==> config.mk <==
export PLATFORM = sky130hd
export DESIGN_NAME = apb_spi_regif
export DESIGN_NICKNAME = d
export VERILOG_FILES = /design/src/rtl/spi_pkg.sv /design/src/rtl/spi_sync_fifo.sv /design/src/rtl/apb_spi_regif.sv
export SDC_FILE = /design/constraint.sdc
export NUM_CORES = 1
export LEC_CHECK = 0
export BUFFER_PORTS_ARGS = -buffer_cell sky130_fd_sc_hd__buf_4
export CAP_MARGIN = 20
export CELL_PAD_IN_SITES_DETAIL_PLACEMENT = 1
export CELL_PAD_IN_SITES_GLOBAL_PLACEMENT = 2
export CORE_ASPECT_RATIO = 0.5
export CORE_MARGIN = 8
export CORE_UTILIZATION = 40
export DETAILED_ROUTE_END_ITERATION = 8
export GPL_ROUTABILITY_DRIVEN = 0
export GPL_TIMING_DRIVEN = 0
export PLACE_DENSITY_LB_ADDON = 0.08
export SLEW_MARGIN = 15
export SYNTH_ARGS = -nofsm -noshare
export SYNTH_HDL_FRONTEND = slang
export SYNTH_SLANG_ARGS = --single-unit
==> constraint.sdc <==
create_clock -name PCLK -period 7.6 [get_ports PCLK]
set_input_delay 0.76 -clock PCLK [delete_from_list [all_inputs] [get_ports PCLK]]
set_output_delay 0.76 -clock PCLK [all_outputs]
set_load 0.01 [all_outputs]
==> src/rtl/spi_pkg.sv <==
// Shared definitions for the APB SPI register front-end: register indices,
// write masks, status bit positions, CR1 layout and the run/wait/stop mode.
package spi_pkg;

  localparam logic [2:0] REG_CR1 = 3'd0;
  localparam logic [2:0] REG_CR2 = 3'd1;
  localparam logic [2:0] REG_BR  = 3'd2;
  localparam logic [2:0] REG_SR  = 3'd3;
  localparam logic [2:0] REG_DR  = 3'd4;
  localparam logic [2:0] REG_LVL = 3'd5;

  localparam logic [7:0] CR1_RESET = 8'h04;
  localparam logic [7:0] CR2_MASK  = 8'h1B;
  localparam logic [7:0] BR_MASK   = 8'h77;

  localparam int unsigned CR2_MODFEN_BIT  = 4;
  localparam int unsigned CR2_SPISWAI_BIT = 1;

  localparam int unsigned SR_SPIF_BIT   = 7;
  localparam int unsigned SR_SPTEF_BIT  = 5;
  localparam int unsigned SR_MODF_BIT   = 4;
  localparam int unsigned SR_OVR_BIT    = 3;
  localparam int unsigned SR_TXFULL_BIT = 2;
  localparam int unsigned SR_RXFULL_BIT = 1;

  typedef enum logic [1:0] {
    MODE_RUN  = 2'b00,
    MODE_WAIT = 2'b01,
    MODE_STOP = 2'b10
  } spi_mode_t;

  typedef struct packed {
    logic spie;
    logic spe;
    logic sptie;
    logic mstr;
    logic cpol;
    logic cpha;
    logic ssoe;
    logic lsbfe;
  } cr1_t;

  // Enable bit dominates; with the controller disabled spiswai picks stop vs wait.
  function automatic spi_mode_t mode_target(input logic spe, input logic spiswai);
    spi_mode_t m;
    m = MODE_WAIT;
    if (spe) begin
      m = MODE_RUN;
    end else if (spiswai) begin
      m = MODE_STOP;
    end
    return m;
  endfunction

endpackage

==> src/rtl/spi_sync_fifo.sv <==
// Single-clock FIFO with a fall-through head; pointers carry one extra wrap bit
// so full and empty are distinguished by the pointer difference.
module spi_sync_fifo #(
  parameter int unsigned WIDTH = 8,
  parameter int unsigned DEPTH = 4
) (
  input  logic                         clk_i,
  input  logic                         rst_ni,
  input  logic                         push_i,
  input  logic                         pop_i,
  input  logic [WIDTH-1:0]             wdata_i,
  output logic [WIDTH-1:0]             rdata_o,
  output logic                         full_o,
  output logic                         empty_o,
  output logic [$clog2(DEPTH):0]       count_o
);

  localparam int unsigned AW = $clog2(DEPTH);
  localparam int unsigned PW = AW + 1;

  logic [WIDTH-1:0] mem_q [DEPTH];
  logic [PW-1:0]    wr_ptr_q, rd_ptr_q;
  logic             do_push, do_pop;

  assign count_o = wr_ptr_q - rd_ptr_q;
  assign full_o  = (count_o == PW'(DEPTH));
  assign empty_o = (count_o == '0);
  assign rdata_o = mem_q[rd_ptr_q[AW-1:0]];

  // A push into a full FIFO only lands if the head leaves on the same edge.
  assign do_pop  = pop_i & ~empty_o;
  assign do_push = push_i & (~full_o | do_pop);

  always_ff @(posedge clk_i or negedge rst_ni) begin
    if (!rst_ni) begin
      wr_ptr_q <= '0;
      rd_ptr_q <= '0;
    end else begin
      if (do_push) wr_ptr_q <= wr_ptr_q + PW'(1);
      if (do_pop)  rd_ptr_q <= rd_ptr_q + PW'(1);
    end
  end

  always_ff @(posedge clk_i) begin
    if (do_push) mem_q[wr_ptr_q[AW-1:0]] <= wdata_i;
  end

endmodule

==> src/rtl/apb_spi_regif.sv <==
// APB3 register front-end of the SPI controller: config registers, TX/RX frame
// FIFOs, sticky fault flags, run/wait/stop mode and the registered interrupt.
module apb_spi_regif
  import spi_pkg::*;
#(
  parameter int unsigned DATA_W   = 8,
  parameter int unsigned TX_DEPTH = 4,
  parameter int unsigned RX_DEPTH = 4
) (
  input  logic              PCLK,
  input  logic              PRESETn,
  input  logic              PSEL,
  input  logic              PENABLE,
  input  logic              PWRITE,
  input  logic [4:0]        PADDR,
  input  logic [31:0]       PWDATA,
  output logic [31:0]       PRDATA,
  output logic              PREADY,
  output logic              PSLVERR,
  output logic              tx_valid,
  input  logic              tx_ready,
  output logic [DATA_W-1:0] tx_data,
  input  logic              rx_valid,
  input  logic [DATA_W-1:0] rx_data,
  input  logic              tip,
  input  logic              ss_in,
  output logic              mstr,
  output logic              cpol,
  output logic              cpha,
  output logic              lsbfe,
  output logic              spiswai,
  output logic [2:0]        sppr,
  output logic [2:0]        spr,
  output logic [1:0]        spi_mode,
  output logic              irq
);

  localparam int unsigned TX_CW = $clog2(TX_DEPTH) + 1;
  localparam int unsigned RX_CW = $clog2(RX_DEPTH) + 1;

  cr1_t       cr1_q, cr1_d;
  logic [7:0] cr2_q, cr2_d;
  logic [7:0] br_q, br_d;
  logic       modf_q, modf_d;
  logic       ovr_q, ovr_d;
  logic       irq_q, irq_d;
  spi_mode_t  mode_q;

  logic             acc, err_c, wr_ok, rd_ok, dr_pop, rx_run;
  logic             modf_set, ovr_set;
  logic [2:0]       idx;
  logic [31:0]      rdata_c;
  logic [7:0]       sr_c;

  logic              tx_push, tx_pop, tx_full, tx_empty;
  logic [TX_CW-1:0]  tx_cnt;
  logic              rx_push, rx_full, rx_empty;
  logic [RX_CW-1:0]  rx_cnt;
  logic [DATA_W-1:0] rx_head;

  logic unused_bits;
  assign unused_bits = ^{PADDR, PWDATA};

  assign acc = PSEL & PENABLE;
  assign idx = PADDR[4:2];

  // Access-phase error decode; a flagged access never changes any state.
  always_comb begin
    err_c = 1'b0;
    case (idx)
      REG_CR1, REG_BR: err_c = PWRITE & tip;
      REG_CR2, REG_SR: err_c = 1'b0;
      REG_DR:          err_c = PWRITE ? tx_full : rx_empty;
      REG_LVL:         err_c = PWRITE;
      default:         err_c = 1'b1;
    endcase
  end

  assign wr_ok  = acc & PWRITE & ~err_c;
  assign rd_ok  = acc & ~PWRITE & ~err_c;
  assign dr_pop = rd_ok & (idx == REG_DR);

  assign tx_push  = wr_ok & (idx == REG_DR);
  assign tx_valid = ~tx_empty & (mode_q != MODE_STOP);
  assign tx_pop   = tx_valid & tx_ready;

  // Frames are dropped silently in STOP; a full FIFO only overruns outside STOP.
  assign rx_run   = (mode_q != MODE_STOP);
  assign rx_push  = rx_valid & rx_run & (~rx_full | dr_pop);
  assign ovr_set  = rx_valid & rx_run & rx_full & ~dr_pop;
  assign modf_set = ~ss_in & cr1_q.mstr & cr2_q[CR2_MODFEN_BIT] & ~cr1_q.ssoe;

  spi_sync_fifo #(.WIDTH(DATA_W), .DEPTH(TX_DEPTH)) u_tx_fifo (
    .clk_i   (PCLK),
    .rst_ni  (PRESETn),
    .push_i  (tx_push),
    .pop_i   (tx_pop),
    .wdata_i (PWDATA[DATA_W-1:0]),
    .rdata_o (tx_data),
    .full_o  (tx_full),
    .empty_o (tx_empty),
    .count_o (tx_cnt)
  );

  spi_sync_fifo #(.WIDTH(DATA_W), .DEPTH(RX_DEPTH)) u_rx_fifo (
    .clk_i   (PCLK),
    .rst_ni  (PRESETn),
    .push_i  (rx_push),
    .pop_i   (dr_pop),
    .wdata_i (rx_data),
    .rdata_o (rx_head),
    .full_o  (rx_full),
    .empty_o (rx_empty),
    .count_o (rx_cnt)
  );

  // Register next state; hardware sets are applied last so they beat W1C.
  always_comb begin
    cr1_d  = cr1_q;
    cr2_d  = cr2_q;
    br_d   = br_q;
    modf_d = modf_q;
    ovr_d  = ovr_q;
    if (wr_ok) begin
      case (idx)
        REG_CR1: cr1_d = cr1_t'(PWDATA[7:0]);
        REG_CR2: cr2_d = PWDATA[7:0] & CR2_MASK;
        REG_BR:  br_d  = PWDATA[7:0] & BR_MASK;
        REG_SR: begin
          if (PWDATA[SR_MODF_BIT]) modf_d = 1'b0;
          if (PWDATA[SR_OVR_BIT])  ovr_d  = 1'b0;
        end
        default: ;
      endcase
    end
    if (modf_set) begin
      modf_d     = 1'b1;
      cr1_d.mstr = 1'b0;
    end
    if (ovr_set) ovr_d = 1'b1;
  end

  assign irq_d = (cr1_q.spie & (~rx_empty | modf_q | ovr_q)) | (cr1_q.sptie & tx_empty);

  always_comb begin
    sr_c                = '0;
    sr_c[SR_SPIF_BIT]   = ~rx_empty;
    sr_c[SR_SPTEF_BIT]  = tx_empty;
    sr_c[SR_MODF_BIT]   = modf_q;
    sr_c[SR_OVR_BIT]    = ovr_q;
    sr_c[SR_TXFULL_BIT] = tx_full;
    sr_c[SR_RXFULL_BIT] = rx_full;
  end

  always_comb begin
    rdata_c = '0;
    case (idx)
      REG_CR1: rdata_c[7:0]        = cr1_q;
      REG_CR2: rdata_c[7:0]        = cr2_q;
      REG_BR:  rdata_c[7:0]        = br_q;
      REG_SR:  rdata_c[7:0]        = sr_c;
      REG_DR:  rdata_c[DATA_W-1:0] = rx_head;
      REG_LVL: rdata_c[15:0]       = {8'(rx_cnt), 8'(tx_cnt)};
      default: ;
    endcase
  end

  assign PREADY  = acc;
  assign PSLVERR = acc & err_c;
  assign PRDATA  = rd_ok ? rdata_c : 32'h0;

  // Registers and the mode FSM; mode follows CR1/CR2 with one cycle of lag.
  always_ff @(posedge PCLK or negedge PRESETn) begin
    if (!PRESETn) begin
      cr1_q  <= cr1_t'(CR1_RESET);
      cr2_q  <= '0;
      br_q   <= '0;
      modf_q <= 1'b0;
      ovr_q  <= 1'b0;
      irq_q  <= 1'b0;
      mode_q <= MODE_RUN;
    end else begin
      cr1_q  <= cr1_d;
      cr2_q  <= cr2_d;
      br_q   <= br_d;
      modf_q <= modf_d;
      ovr_q  <= ovr_d;
      irq_q  <= irq_d;
      mode_q <= mode_target(cr1_q.spe, cr2_q[CR2_SPISWAI_BIT]);
    end
  end

  assign mstr     = cr1_q.mstr;
  assign cpol     = cr1_q.cpol;
  assign cpha     = cr1_q.cpha;
  assign lsbfe    = cr1_q.lsbfe;
  assign spiswai  = cr2_q[CR2_SPISWAI_BIT];
  assign sppr     = br_q[6:4];
  assign spr      = br_q[2:0];
  assign spi_mode = mode_q;
  assign irq      = irq_q;

endmodule
# ---- Yosys cells after proc, flatten, opt, wreduce, memory -nomap -nowiden
# Memory sizes are Yosys's and may differ from the RTL's.
# Cells that the tools add are included.
# W data, S select, Z words.
dict set report totals {
  register_bits 35
  mem_bits_rw 64
  in_bits 54
  output_inout_bits 57
  wordCells 113
  n_memories 2
}
# name depth word_bits read_ports rd_ports_with_merged_regs write_ports line
set mem_list {}
lappend mem_list {u_rx_fifo.mem_q 4 8 1 0 1 spi_sync_fifo.sv:21} ;# logic [WIDTH-1:0] mem_q [DEPTH];
lappend mem_list {u_tx_fifo.mem_q 4 8 1 0 1 spi_sync_fifo.sv:21}
dict set report op_classes {
  addsub 6
  n_eq_ne 8
  n_mux 22
  bitwise_logic 39
  n_reduce_logical 18
}
# operator count
set op_table {}
lappend op_table {{$pmux W8 S6} 1}
lappend op_table {{$and A1 B1 Y1} 24}
lappend op_table {{$mux W16} 1}
lappend op_table {{$mux W1} 14}
lappend op_table {{$reduce_bool A2 Y1} 7}
lappend op_table {{$add A3 B1 Y3 const B} 4}
lappend op_table {{$eq A3 B3 Y1 const B} 4}
lappend op_table {{$mux W5} 2}
lappend op_table {{$logic_not A3 Y1} 3}
lappend op_table {{$not A1 Y1} 9}
lappend op_table {{$reduce_and A2 Y1} 4}
lappend op_table {{$eq A3 B2 Y1 const B} 2}
lappend op_table {{$or A1 B1 Y1} 6}
lappend op_table {{$reduce_and A3 Y1} 2}
lappend op_table {{$sub A3 B3 Y3} 2}
lappend op_table {{$mux W2} 2}
lappend op_table {{$pmux W1 S4} 1}
lappend op_table {{$reduce_or A2 Y1} 2}
lappend op_table {{$eq A3 B1 Y1 const B} 1}
lappend op_table {{$mux W3} 1}
lappend op_table {{$ne A2 B2 Y1 const B} 1}

# ---- Logic depth before layout (Yosys ltp)
# Gate-level depths: netlist of run 1.
dict set report logic_depth {
  word_depth 12
  depth_mapped 8
  ltp_nobuf 8
}

# ---- Modules after synthesis
# Synthesis of run 1 repeated with hierarchy kept, for this count alone.
dict set report hier_totals {
  cells_unflattened 323
  hier_area_um2 4817.1
}
# mod instances cells_each area_each_um2 seq_area_each_um2
set modules_own_cells {}
lappend modules_own_cells {apb_spi_regif 1 156 1624.1 576.8}
lappend modules_own_cells {{spi_sync_fifo (u_rx_fifo)} 1 87 1616.6 1111.1}
lappend modules_own_cells {{spi_sync_fifo (u_tx_fifo)} 1 80 1576.5 1111.1}

# ---- Least setup slack after synthesis of run 1
# Ideal clock, no wire load.
dict set report synth_path {
  path_type {register to output}
  start {reg u_tx_fifo.rd_ptr_q[1]}
  end {out PSLVERR}
  arrival_time_ns 2.164
  required_ns 6.840
  path_slack_ns 4.676
  stages_incl_launch_ff 8
  n_path_buf 1
  cell_sequence {dfrtp_1 -> clkbuf_1 -> inv_1 -> fa_1 -> xor3_1 -> o31ai_1 -> o211ai_1 -> a21oi_1}
}
dict set report synth_via {
  elab_chain_cells 5
}
# item line
set synth_lines {}
lappend synth_lines {{start, declared} spi_sync_fifo.sv:22} ;# logic [PW-1:0] wr_ptr_q, rd_ptr_q;
lappend synth_lines {{start signal, assigned} spi_sync_fifo.sv:40} ;# if (do_pop) rd_ptr_q <= rd_ptr_q + PW'(1);
lappend synth_lines {{$sub A3 B3 Y3} spi_sync_fifo.sv:25} ;# assign count_o = wr_ptr_q - rd_ptr_q;
lappend synth_lines {{$eq A3 B3 Y1} spi_sync_fifo.sv:26} ;# assign full_o = (count_o == PW'(DEPTH));
lappend synth_lines {{$mux W1} apb_spi_regif.sv:73} ;# REG_DR: err_c = PWRITE ? tx_full : rx_empty;
lappend synth_lines {{$pmux W1 S4} apb_spi_regif.sv:70} ;# case (idx)
lappend synth_lines {{$and A1 B1 Y1} apb_spi_regif.sv:169} ;# assign PSLVERR = acc & err_c;
lappend synth_lines {{end, declared} apb_spi_regif.sv:19} ;# output logic PSLVERR,
# No other way between the ends.

# ---- Final worst setup path of run 1
dict set report layout_path {
  start {reg u_tx_fifo.rd_ptr_q[1]}
  end {out PRDATA[2]}
}
dict set report layout_via {
  elab_chain_cells 7
  elab_cells_between_ends 8
  classes_between {1 x add/sub; 1 x eq/ne; 4 x mux; 2 x bitwise}
}
# item line
set layout_lines {}
lappend layout_lines {{$sub A3 B3 Y3 *} spi_sync_fifo.sv:25}
lappend layout_lines {{$eq A3 B3 Y1} spi_sync_fifo.sv:26}
lappend layout_lines {{$mux W1} apb_spi_regif.sv:73}
lappend layout_lines {{$pmux W1 S4} apb_spi_regif.sv:70}
lappend layout_lines {{$not A1 Y1} apb_spi_regif.sv:80} ;# assign rd_ok = acc & ~PWRITE & ~err_c;
lappend layout_lines {{$and A1 B1 Y1} apb_spi_regif.sv:80}
lappend layout_lines {{$mux W16 *} apb_spi_regif.sv:170} ;# assign PRDATA = rd_ok ? rdata_c : 32'h0;
lappend layout_lines {{end, declared} apb_spi_regif.sv:17} ;# output logic [31:0] PRDATA,
# Mark *: on every way between the ends. The rest lies on a longest branch, timed or not.

==> results of run 1 <==
==> cell type report <==
class / count / area, sq um / share of cell area, %
tap: 145 / 181 / 3.21
timing repair buffer: 61 / 458 / 8.11
multi-input combinational: 182 / 1650 / 29.2
clock inverter: 5 / 86.3 / 1.53
sequential: 99 / 2800 / 49.6
inverter: 10 / 37.5 / 0.665
clock buffer: 11 / 233 / 4.12
buffer: 33 / 206 / 3.66
==> registers in the layout, indices dropped and copies added, names as in the netlist, 2 cells and up <==
register and cells:
br_q 6, cr1_q 4, cr2_q 4, spi_mode 2
u_rx_fifo.mem_q 32, u_rx_fifo.rd_ptr_q 3, u_rx_fifo.wr_ptr_q 3, u_tx_fifo.mem_q 32
u_tx_fifo.rd_ptr_q 3, u_tx_fifo.wr_ptr_q 3
==> layout by cell type, fill, tap and decap left out, types with 2 or more instances in the layout <==
cell	netlist	layout
buf_4	21	82
edfxtp_1	64	64
dfrtp_1	34	34
mux2_2	23	23
conb_1	1	21
mux4_2	17	17
nor2_1	12	12
ha_1	12	12
nand2_1	11	11
nand3_1	11	11
inv_1	10	10
clkbuf_1	7	9
clkbuf_16	0	9
and2_1	8	8
a21oi_1	7	7
xnor2_1	5	5
nor2b_1	4	4
mux2i_1	4	4
nor3_1	4	4
buf_2	3	3
a22oi_1	3	3
and3_1	3	3
xor2_1	3	3
buf_1	2	2
nor3b_1	2	2
nand3b_1	2	2
nand2b_1	2	2
a221oi_1	2	2
o21ai_0	2	2
o211ai_1	2	2
o31ai_1	2	2
fa_1	2	2
inv_6	0	2
bufinv_16	0	2
==> how the worst min path moves through the flow <==
| stage | depth (start not counted) | slack, ps | startpoint | to |
|---|---|---|---|---|
| final | 1 | 370 | PRESETn | u_rx_fifo.wr_ptr_q[0]$_DFFE_PN0P_ |
| after global routing | 1 | 390 | PRESETn | u_rx_fifo.wr_ptr_q[0]$_DFFE_PN0P_ |
| after CTS | 1 | 380 | PRESETn | u_rx_fifo.wr_ptr_q[1]$_DFFE_PN0P_ |
| after detailed placement | 1 | 480 | u_tx_fifo.wr_ptr_q[2]$_DFFE_PN0P_ | u_tx_fifo.wr_ptr_q[2]$_DFFE_PN0P_ |
| after global placement | 1 | 460 | cr1_q[6]$_DFFE_PN0P_ | spi_mode[0]$_DFF_PN0_ |
| after floorplan | 1 | 430 | cr1_q[6]$_DFFE_PN0P_ | spi_mode[0]$_DFF_PN0_ |
==> kinds of logic (layout without fill, tap and decap cells) <==
logic type / Yosys count / in the layout / share of synthesized area [%]
compound gates: 32 / 32 / 5.56
xor+xnor: 10 / 10 / 2.55
fa+ha+maj: 14 / 14 / 4.12
buf+inv: 43 / 120 / 5.29
flops: 99 / 99 / 60.7
mux: 45 / 45 / 15.1
other cells: 1 / 21 / 0.0813
simple gates: 60 / 60 / 6.64
==> power by group through the flow <==
stage                     Clock, mW  Sequential, mW  Combinational, mW
after global routing          0.522           0.733              0.734
after global placement            0           0.725              0.649
after floorplan                   0           0.722              0.441
after CTS                     0.501           0.722              0.677
after detailed placement          0           0.733              0.671
final                         0.491           0.721              0.664
==> metal layers <==
| layer | track usage [%] | routed length [microns] | up-vias |
|---|---|---|---|
| li1 | - | - | 1281 |
| met1 | 16.8 | 4690 | 1405 |
| met2 | 26.3 | 5570 | 67 |
| met4 | 2.51 | 86 | 0 |
| met5 | 0 | 0 | - |
| met3 | 4.66 | 552 | 10 |
==> stage by stage <==
step           hold slack [ps]  total power [mW]  util, %  setup WS [ps]  cells
3_5_place_dp               483              1.40     47.9           4140    530
4_1_cts                    382              1.90     50.8           3750    546
5_1_grt                    391              1.99     50.8           3570    546
2_1_floorplan              434              1.16        -           4680    324
3_3_place_gp               463              1.37     47.9           4170    530
6_report                   366              1.87     50.8           3820    546
==> impl_metrics.toml, run 1 <==
[run_status]
outcome = "complete, no violations"

[sta]
finalMaxSlewViolations = 0
tightest_slew_ps = 760
setup_viol = 0
timing.fmax_mhz = 264
period_share_pct = 49.8
period_needed_ps = 3780
tns_ps = 0
finClkSkew_ps = 6.78
hold_viol = 0
relSlewSlack_pct = 49.3
rsz0062_at_grt = "no"

[power_and_ir_drop]
p_leak_nw = 2.35
p_clk_share_pct = 26.2
pwr-share-comb_pct = 35.4
seq_power_share_pct = 38.4
swShare_pct = 32.6
internal_power_mw = 1.26
power.density_nw_per_um2 = 332
ir_worst_vdd_mv = 0.138
p_switching_uw = 612

[cells_and_area]
antenna-diode-count = 0
drive_above_1_share_pct = 36.2
postLayoutCellArea_sq_um = 5650
nNetsFinal = 464
syn2layout_area_growth_pct = 22.4
nFillCells = 1094

[detailed_routing]
drtIter0Drc = 128
drt_first_pass_iters = 4
via_per_inst = 5.06
wl_mm = 10.9
wl_per_cell_microns = 20.0
ant_nets = 0
vias = 2763
post-route-drc-count = 0

[yosys]
async_flop_share_pct = 35.4
synth.area.top_cells = "edfxtp_1 42%, dfrtp_1 18%, mux4_2 8.3%"
syn_area_sq_um = 4610
netlist.top_cell.by_area = "edfxtp_1"
syn_inst = 304
yosys-top-cells-count = "64 x edfxtp_1, 34 x dfrtp_1, 23 x mux2_2, 21 x buf_4, 17 x mux4_2"
yosysUniqueCellTypes = 50
synth-main-ff-cell = "edfxtp_1"
yosysWarningCount = 0
yosysTopAreaCellShare_pct = 41.6
synth-seq-cells = 99
yosysMostFrequentCell = "edfxtp_1"
syn_avg_cell_area_sq_um = 15.2
synth_edf_count = 64
seq_area_frac_synth_pct = 60.7

[worst_setup_path]
cp_max_fo = 10
crit_path_end_kind = "primary output"
worstPathCellList = "clkbuf_1, inv_1, fa_1, nor2b_1, a21oi_1, o21a_1, nor3_1, buf_4"
setup.worst_path.end = "PRDATA[2]"
cpPeakStageDelay_ps = 620
crit_start = "u_tx_fifo.rd_ptr_q[1]$_DFFE_PN0P_"
cp_slowest_cell = "fa_1"
cp.depth = 8
cp_top_family = "buffers and inverters"
cp.arrival_ps = 3020
crit_type = "flop to primary output"
reg2reg_slack_ps = 4480
crit_required_ps = 6840
rr_startpoint = "u_tx_fifo.rd_ptr_q[1]$_DFFE_PN0P_"
r2r_end = "u_tx_fifo.mem_q[3][3]$_DFFE_PP_"
worst-path-buf-inv = 3
cp-start-kind = "flop"
reg2reg_depth = 6

[place]
io_buffer_count = 61
detailed_place_hpwl_mm = 8.05
place_area_sq_um = 5330

[clock_tree]
postCtsHoldBufs = 0
cts.sinks = 99
clk_latency_ps = 340
cts_resized = 0
clockBufferDepth = 2
cts_tree = "done"
cts-root-buf = "clkbuf_16"
numCtsBuffers = 9
clk_pin_slew_worst_paths_ps = 70
cts_max_level = 3
cts_setup_buffers = 0

[global_routing]
gr-usage-all-layers_pct = 14.5
grt_overflow_total = 0
grt_pass1_wl_mm = 17.2
grt_pass1_vias = 3026
grt_max_degree = 36
antenna_found_initial = 0

[worst_hold_path]
holdCritPathClass = "input port to asynchronous set/reset pin"

[floorplan]
rows = 27
io_pins = 111
dieArea_sq_um = 15400
core_area_sq_um = 11100
start_util_pct = 41.5
die_y_microns = 92.0
fp.dieW_microns = 168

[run]
maxCapViolCount = 0
(Power assumes the default switching activity.)
==> run 2: changes to the inputs <==
--- a/config.mk
+++ b/config.mk
@@ -11,7 +11,7 @@
 export CELL_PAD_IN_SITES_GLOBAL_PLACEMENT = 2
 export CORE_ASPECT_RATIO = 0.5
 export CORE_MARGIN = 8
-export CORE_UTILIZATION = 40
+export CORE_UTILIZATION = 33
 export DETAILED_ROUTE_END_ITERATION = 8
 export GPL_ROUTABILITY_DRIVEN = 0
 export GPL_TIMING_DRIVEN = 0
==> constraint.sdc (replaced) <==
create_clock -name PCLK -period 3.35 [get_ports PCLK]
set_input_delay 0.335 -clock PCLK [delete_from_list [all_inputs] [get_ports PCLK]]
set_output_delay 0.335 -clock PCLK [all_outputs]
set_load 0.01 [all_outputs]
==> run 2 against run 1 <==
  * Combinational power is 130% higher
  * Largest cell class unchanged
  * First-iteration DRC count is 21% higher
  * Critical path type unchanged
  * Sequential power is 130% higher
  * Flip-flop and latch count stayed put
  * Global-route usage is 1.9 points lower
  * Clock power is 120% higher
  * Wire length is 3.7% higher
  * Sequential share of layout area is 0.52 points lower
  * Critical path depth stayed put
==> impl_metrics.toml, run 2 (synthesis results as in run 1) <==
[cells_and_area]
nNetsFinal = 465
nFillCells = 1419
layout_commonest_cell = "buf_4"
syn2layout_area_growth_pct = 23.7
final_cell_mix = "82 x buf_4, 64 x edfxtp_1, 34 x dfrtp_1, 23 x mux2_2, 21 x conb_1"
drive_above_1_share_pct = 37.1
final_cells = 594
antenna-diode-count = 0

[worst_setup_path]
cp_max_fo = 10
crit_path_end_kind = "primary output"
crit_required_ps = 3010
cp-start-kind = "flop"
cp.arrival_ps = 2810
crit_type = "flop to primary output"

[detailed_routing]
drt_first_pass_iters = 4
post-route-drc-count = 0
wl_per_cell_microns = 19.0
wl_mm = 11.3
via_per_inst = 4.68
drtIter0Drc = 155
vias = 2780
ant_nets = 0

[power_and_ir_drop]
p_leak_nw = 2.35
power.density_nw_per_um2 = 742
pwr-share-comb_pct = 36.0
ir_worst_vdd_mv = 0.233
p_clk_share_pct = 25.4
seq_power_share_pct = 38.6
swShare_pct = 33.9
p_switching_mw = 1.44
internal_power_mw = 2.80

[sta]
setup_viol = 0
tightest_slew_ps = 822
rsz0062_at_grt = "no"
relSlewSlack_pct = 45.2
timing.fmax_mhz = 317
finClkSkew_ps = 5.78
tns_ps = 0
period_share_pct = 94.0
period_needed_ps = 3150
hold_viol = 0
finalMaxSlewViolations = 0

[clock_tree]
clk_latency_ps = 340
cts.sinks = 99
clockBufferDepth = 2
cts_tree = "done"
cts-root-buf = "clkbuf_16"
cts_setup_buffers = 0
cts_max_level = 3
numCtsBuffers = 9
clk_pin_slew_worst_paths_ps = 70

[floorplan]
die_y_microns = 99.6
fp.dieW_microns = 183
dieArea_sq_um = 18300
rows = 30
start_util_pct = 34.0
io_pins = 111
core_area_sq_um = 13600

[global_routing]
gr-usage-all-layers_pct = 12.6
grt_pass1_vias = 3085
grt_pass1_wl_mm = 17.6
antenna_found_initial = 0
grt_overflow_total = 0
grt_max_degree = 36

[run]
maxCapViolCount = 0

[place]
placed_cells = 577
detailed_place_hpwl_mm = 8.32
io_buffer_count = 61

[run_status]
outcome = "complete, no violations"

[worst_hold_path]
holdCritPathClass = "input port to flop"
run 2: cell count changes in the layout (fill, tap and decap cells not counted):
cell / change
clkbuf_1: -3
o21ai_1: -1
clkbuf_2: +1
o21ai_2: +1
bufinv_16: -1
inv_8: +1
inv_6: +1
clkinvlp_4: +1
clkinv_2: +1
clkinv_4: -1
dlygate4sd3_1: +1
run 2: through the flow:
stage	util, %	setup WS (ps)	area, sq um	power (mW)	hold WS [ps]
2_1_floorplan	-	752	4690	2.64	39.4
3_3_place_gp	39.7	153	5390	3.15	330
3_5_place_dp	39.7	178	5390	3.21	337
4_1_cts	42.0	41.2	5700	4.30	175
5_1_grt	42.0	74.3	5710	4.47	173
6_report	42.0	200	5710	4.24	190
run 2: per-layer routing:
metal	track usage, %	wire [microns]
met2	22.5	5700
met5	0	0
met1	14.8	4950
met3	3.93	564
met4	2.80	84
run 2: final timing paths:
kind / startpoint / end / slack, ps / cells past startpoint
hold / removal: rx_data[2] / u_rx_fifo.mem_q[1][2]$_DFFE_PP_ / 190 / 1
setup reg to reg: u_rx_fifo.wr_ptr_q[0]$_DFFE_PN0P_ / u_rx_fifo.mem_q[0][5]$_DFFE_PP_ / 410 / 7
max in group asynchronous: PRESETn / cpha$_DFFE_PN1P_ / 2490 / 2
min in group asynchronous: PRESETn / u_rx_fifo.wr_ptr_q[0]$_DFFE_PN0P_ / 480 / 2
hold reg to reg: u_rx_fifo.rd_ptr_q[2]$_DFFE_PN0P_ / u_rx_fifo.rd_ptr_q[2]$_DFFE_PN0P_ / 480 / 1
setup / recovery: u_tx_fifo.rd_ptr_q[1]$_DFFE_PN0P_ / PRDATA[2] / 200 / 8
run 2: power groups by stage:
stage / registers (mW) / clock network (mW) / logic, mW
CTS: 1.64 / 1.11 / 1.56
finish: 1.64 / 1.07 / 1.53
detailed placement: 1.67 / 0 / 1.54
global placement: 1.65 / 0 / 1.50
global route: 1.66 / 1.15 / 1.67
floorplan: 1.64 / 0 / 1.00
run 2: cell type report:
type / count / area [sq um] / area share (%)
timing repair buffer: 62 / 468 / 8.20
clock buffer: 9 / 225 / 3.95
buffer: 33 / 208 / 3.64
multi-input combinational: 182 / 1650 / 28.9
sequential: 99 / 2800 / 49.0
inverter: 10 / 37.5 / 0.658
tap: 192 / 240 / 4.21
clock inverter: 7 / 80.1 / 1.40
run 2: what timing repair did:
item	4_1_cts	5_1_grt
endpoints found under the hold margin	34	0
gates resized for setup	1	1
hold buffers	1	0
endpoints found under the setup margin	3	8
pin swaps	0	0
gates cloned	0	0
run 2: critical path, stage by stage (launching register included):
cell	delay, ps
dfrtp_1	350
clkbuf_2	300
inv_1	110
fa_1	630
nor2b_1	380
a21oi_1	120
o21a_1	180
nor3_1	230
buf_4	180
==> run 3: changes to the inputs <==
--- a/config.mk
+++ b/config.mk
@@ -11,7 +11,7 @@
 export CELL_PAD_IN_SITES_GLOBAL_PLACEMENT = 2
 export CORE_ASPECT_RATIO = 0.5
 export CORE_MARGIN = 8
-export CORE_UTILIZATION = 33
+export CORE_UTILIZATION = 37
 export DETAILED_ROUTE_END_ITERATION = 8
 export GPL_ROUTABILITY_DRIVEN = 0
 export GPL_TIMING_DRIVEN = 0
==> constraint.sdc (replaced) <==
create_clock -name PCLK -period 3.1 [get_ports PCLK]
set_input_delay 0.31 -clock PCLK [delete_from_list [all_inputs] [get_ports PCLK]]
set_output_delay 0.31 -clock PCLK [all_outputs]
set_load 0.01 [all_outputs]
==> run 3 against run 2 <==
  * First-iteration DRC count is 14% higher
  * Cell area about the same
  * Critical path depth decreased by 1
  * Utilization is 5.6 points higher
  * Largest power group unchanged
==> impl_metrics.toml, run 3 (synthesis results as in run 1) <==
[place]
detailed_place_hpwl_mm = 8.13
io_buffer_count = 61
place_area_sq_um = 5350
place_ws_ps = -56.2

[worst_setup_path]
cp.depth = 7
crit_path_end_kind = "flop"
worst-path-buf-inv = 1
crit_type = "flop to flop"
crit_required_ps = 3090
cpPeakStageDelay_ps = 500
worstPathCellList = "inv_1, ha_1, fa_1, xnor3_2, a311oi_4, o31a_4, and2_1"
cp_slowest_cell = "a311oi_4"
crit_start = "u_rx_fifo.wr_ptr_q[0]$_DFFE_PN0P_"
cp_max_fo = 8
setup.worst_path.end = "u_rx_fifo.mem_q[2][2]$_DFFE_PP_"
cp-start-kind = "flop"
rr_startpoint = "u_rx_fifo.wr_ptr_q[0]$_DFFE_PN0P_"
reg2reg_slack_ps = 200
reg2reg_depth = 7
r2r_end = "u_rx_fifo.mem_q[2][2]$_DFFE_PP_"
cp.arrival_ps = 2890
cp_top_family = "compound AO/OA/AOI/OAI gates"

[power_and_ir_drop]
power.density_nw_per_um2 = 809
ir_worst_vdd_mv = 0.407
p_leak_nw = 2.35

[cells_and_area]
drive_above_1_share_pct = 38.1
nFillCells = 1230
antenna-diode-count = 0
postLayoutCellArea_sq_um = 5710
multi_input_area_sq_um = 1680
layout_commonest_cell = "buf_4"
syn2layout_area_growth_pct = 23.7
final_cell_mix = "82 x buf_4, 64 x edfxtp_1, 34 x dfrtp_1, 23 x mux2_2, 21 x conb_1"
nNetsFinal = 465
seqCellArea_sq_um = 2800

[sta]
timing.fmax_mhz = 345
setup_viol = 0
period_share_pct = 93.5
rsz0062_at_grt = "no"
tightest_slew_ps = 803
fin_ws_ps = 200
relSlewSlack_pct = 46.5
period_needed_ps = 2900
hold_viol = 0
finClkSkew_ps = 6.54
finalMaxSlewViolations = 0

[worst_hold_path]
holdCritPathClass = "input port to flop"
min_path_cells = 1
worst_hold_startpoint = "rx_data[7]"

[detailed_routing]
via_per_inst = 4.90
wl_met1_mm = 4.87
wl_per_cell_microns = 19.4
drt_first_pass_iters = 4
routed.top_layer = "met4"
post-route-drc-count = 0
vias = 2777
wl_met3_microns = 529
drtIter0Drc = 177
ant_nets = 0
routed-wl-met2_mm = 5.54
wl_mm = 11.0

[global_routing]
antenna_found_initial = 0
grt_overflow_total = 0
gr-usage-all-layers_pct = 13.7
grt_pass1_vias = 2999
grt_max_degree = 36
grt_pass1_wl_mm = 17.4

[floorplan]
die_y_microns = 95.0
rows = 28
core_area_sq_um = 12000
fp.dieW_microns = 174
dieArea_sq_um = 16500
start_util_pct = 38.5
io_pins = 111

[run_status]
outcome = "complete, no violations"

[clock_tree]
clk_latency_ps = 340
cts-root-buf = "clkbuf_16"
cts_tree = "done"
numCtsBuffers = 9
clockBufferDepth = 2
clk_pin_slew_worst_paths_ps = 70
cts.sinks = 99
cts_max_level = 3

[run]
maxCapViolCount = 0
[run 3: timing repair]
| item | 4_1_cts | 5_1_grt |
|---|---|---|
| setup buffers | 0 | 0 |
| resized for setup | 3 | 7 |
| hold buffers | 1 | 0 |
| endpoints found under the hold margin | 34 | 0 |
| pin swaps | 0 | 1 |
| endpoints found under the setup margin | 43 | 9 |
[run 3: how the worst min path moves through the flow]
stage / endpoint / slack [ps]
floorplan: br_q[0]$_DFFE_PN0P_ / 10
global placement: u_rx_fifo.wr_ptr_q[1]$_DFFE_PN0P_ / 300
detailed placement: u_rx_fifo.wr_ptr_q[0]$_DFFE_PN0P_ / 310
CTS: u_rx_fifo.mem_q[2][3]$_DFFE_PP_ / 160
global route: u_rx_fifo.mem_q[0][7]$_DFFE_PP_ / 150
finish: u_rx_fifo.mem_q[2][7]$_DFFE_PP_ / 170
[run 3: per-stage QoR]
step                util, %  setup TNS, ps  power (mW)  cells  hold WS, ps
finish                 47.6              0        4.61    567          167
global route           47.6              0        4.89    567          152
CTS                    47.4              0        4.63    567          156
detailed placement     44.7          -1090        3.45    550          308
global placement       44.7           -691        3.39    550          301
floorplan                 -              0        2.85    324         14.4
[run 3: metal layers]
layer	vias up	track usage (%)
li1	1281	-
met1	1426	16.5
met2	64	24.2
met3	6	4.46
met4	0	2.83
met5	-	0
[run 3: layout make-up]
cell class	instances	area share, %
sequential	99	49.0
inverter	10	0.658
clock inverter	7	1.43
timing repair buffer	62	8.20
tap	165	3.62
clock buffer	9	3.95
buffer	33	3.64
multi-input combinational	182	29.5
[run 3: where the power goes]
part	internal, mW	leakage, nW	switching (mW)
registers	1.64	1.02	0.128
clock network	0.641	0.148	0.518
logic	0.770	1.19	0.920
[run 3: worst reg2reg max path: stages (launching register included)]
cell	delay, ps
dfrtp_1	380
inv_1	110
ha_1	210
fa_1	370
xnor3_2	340
a311oi_4	510
o31a_4	220
and2_1	420
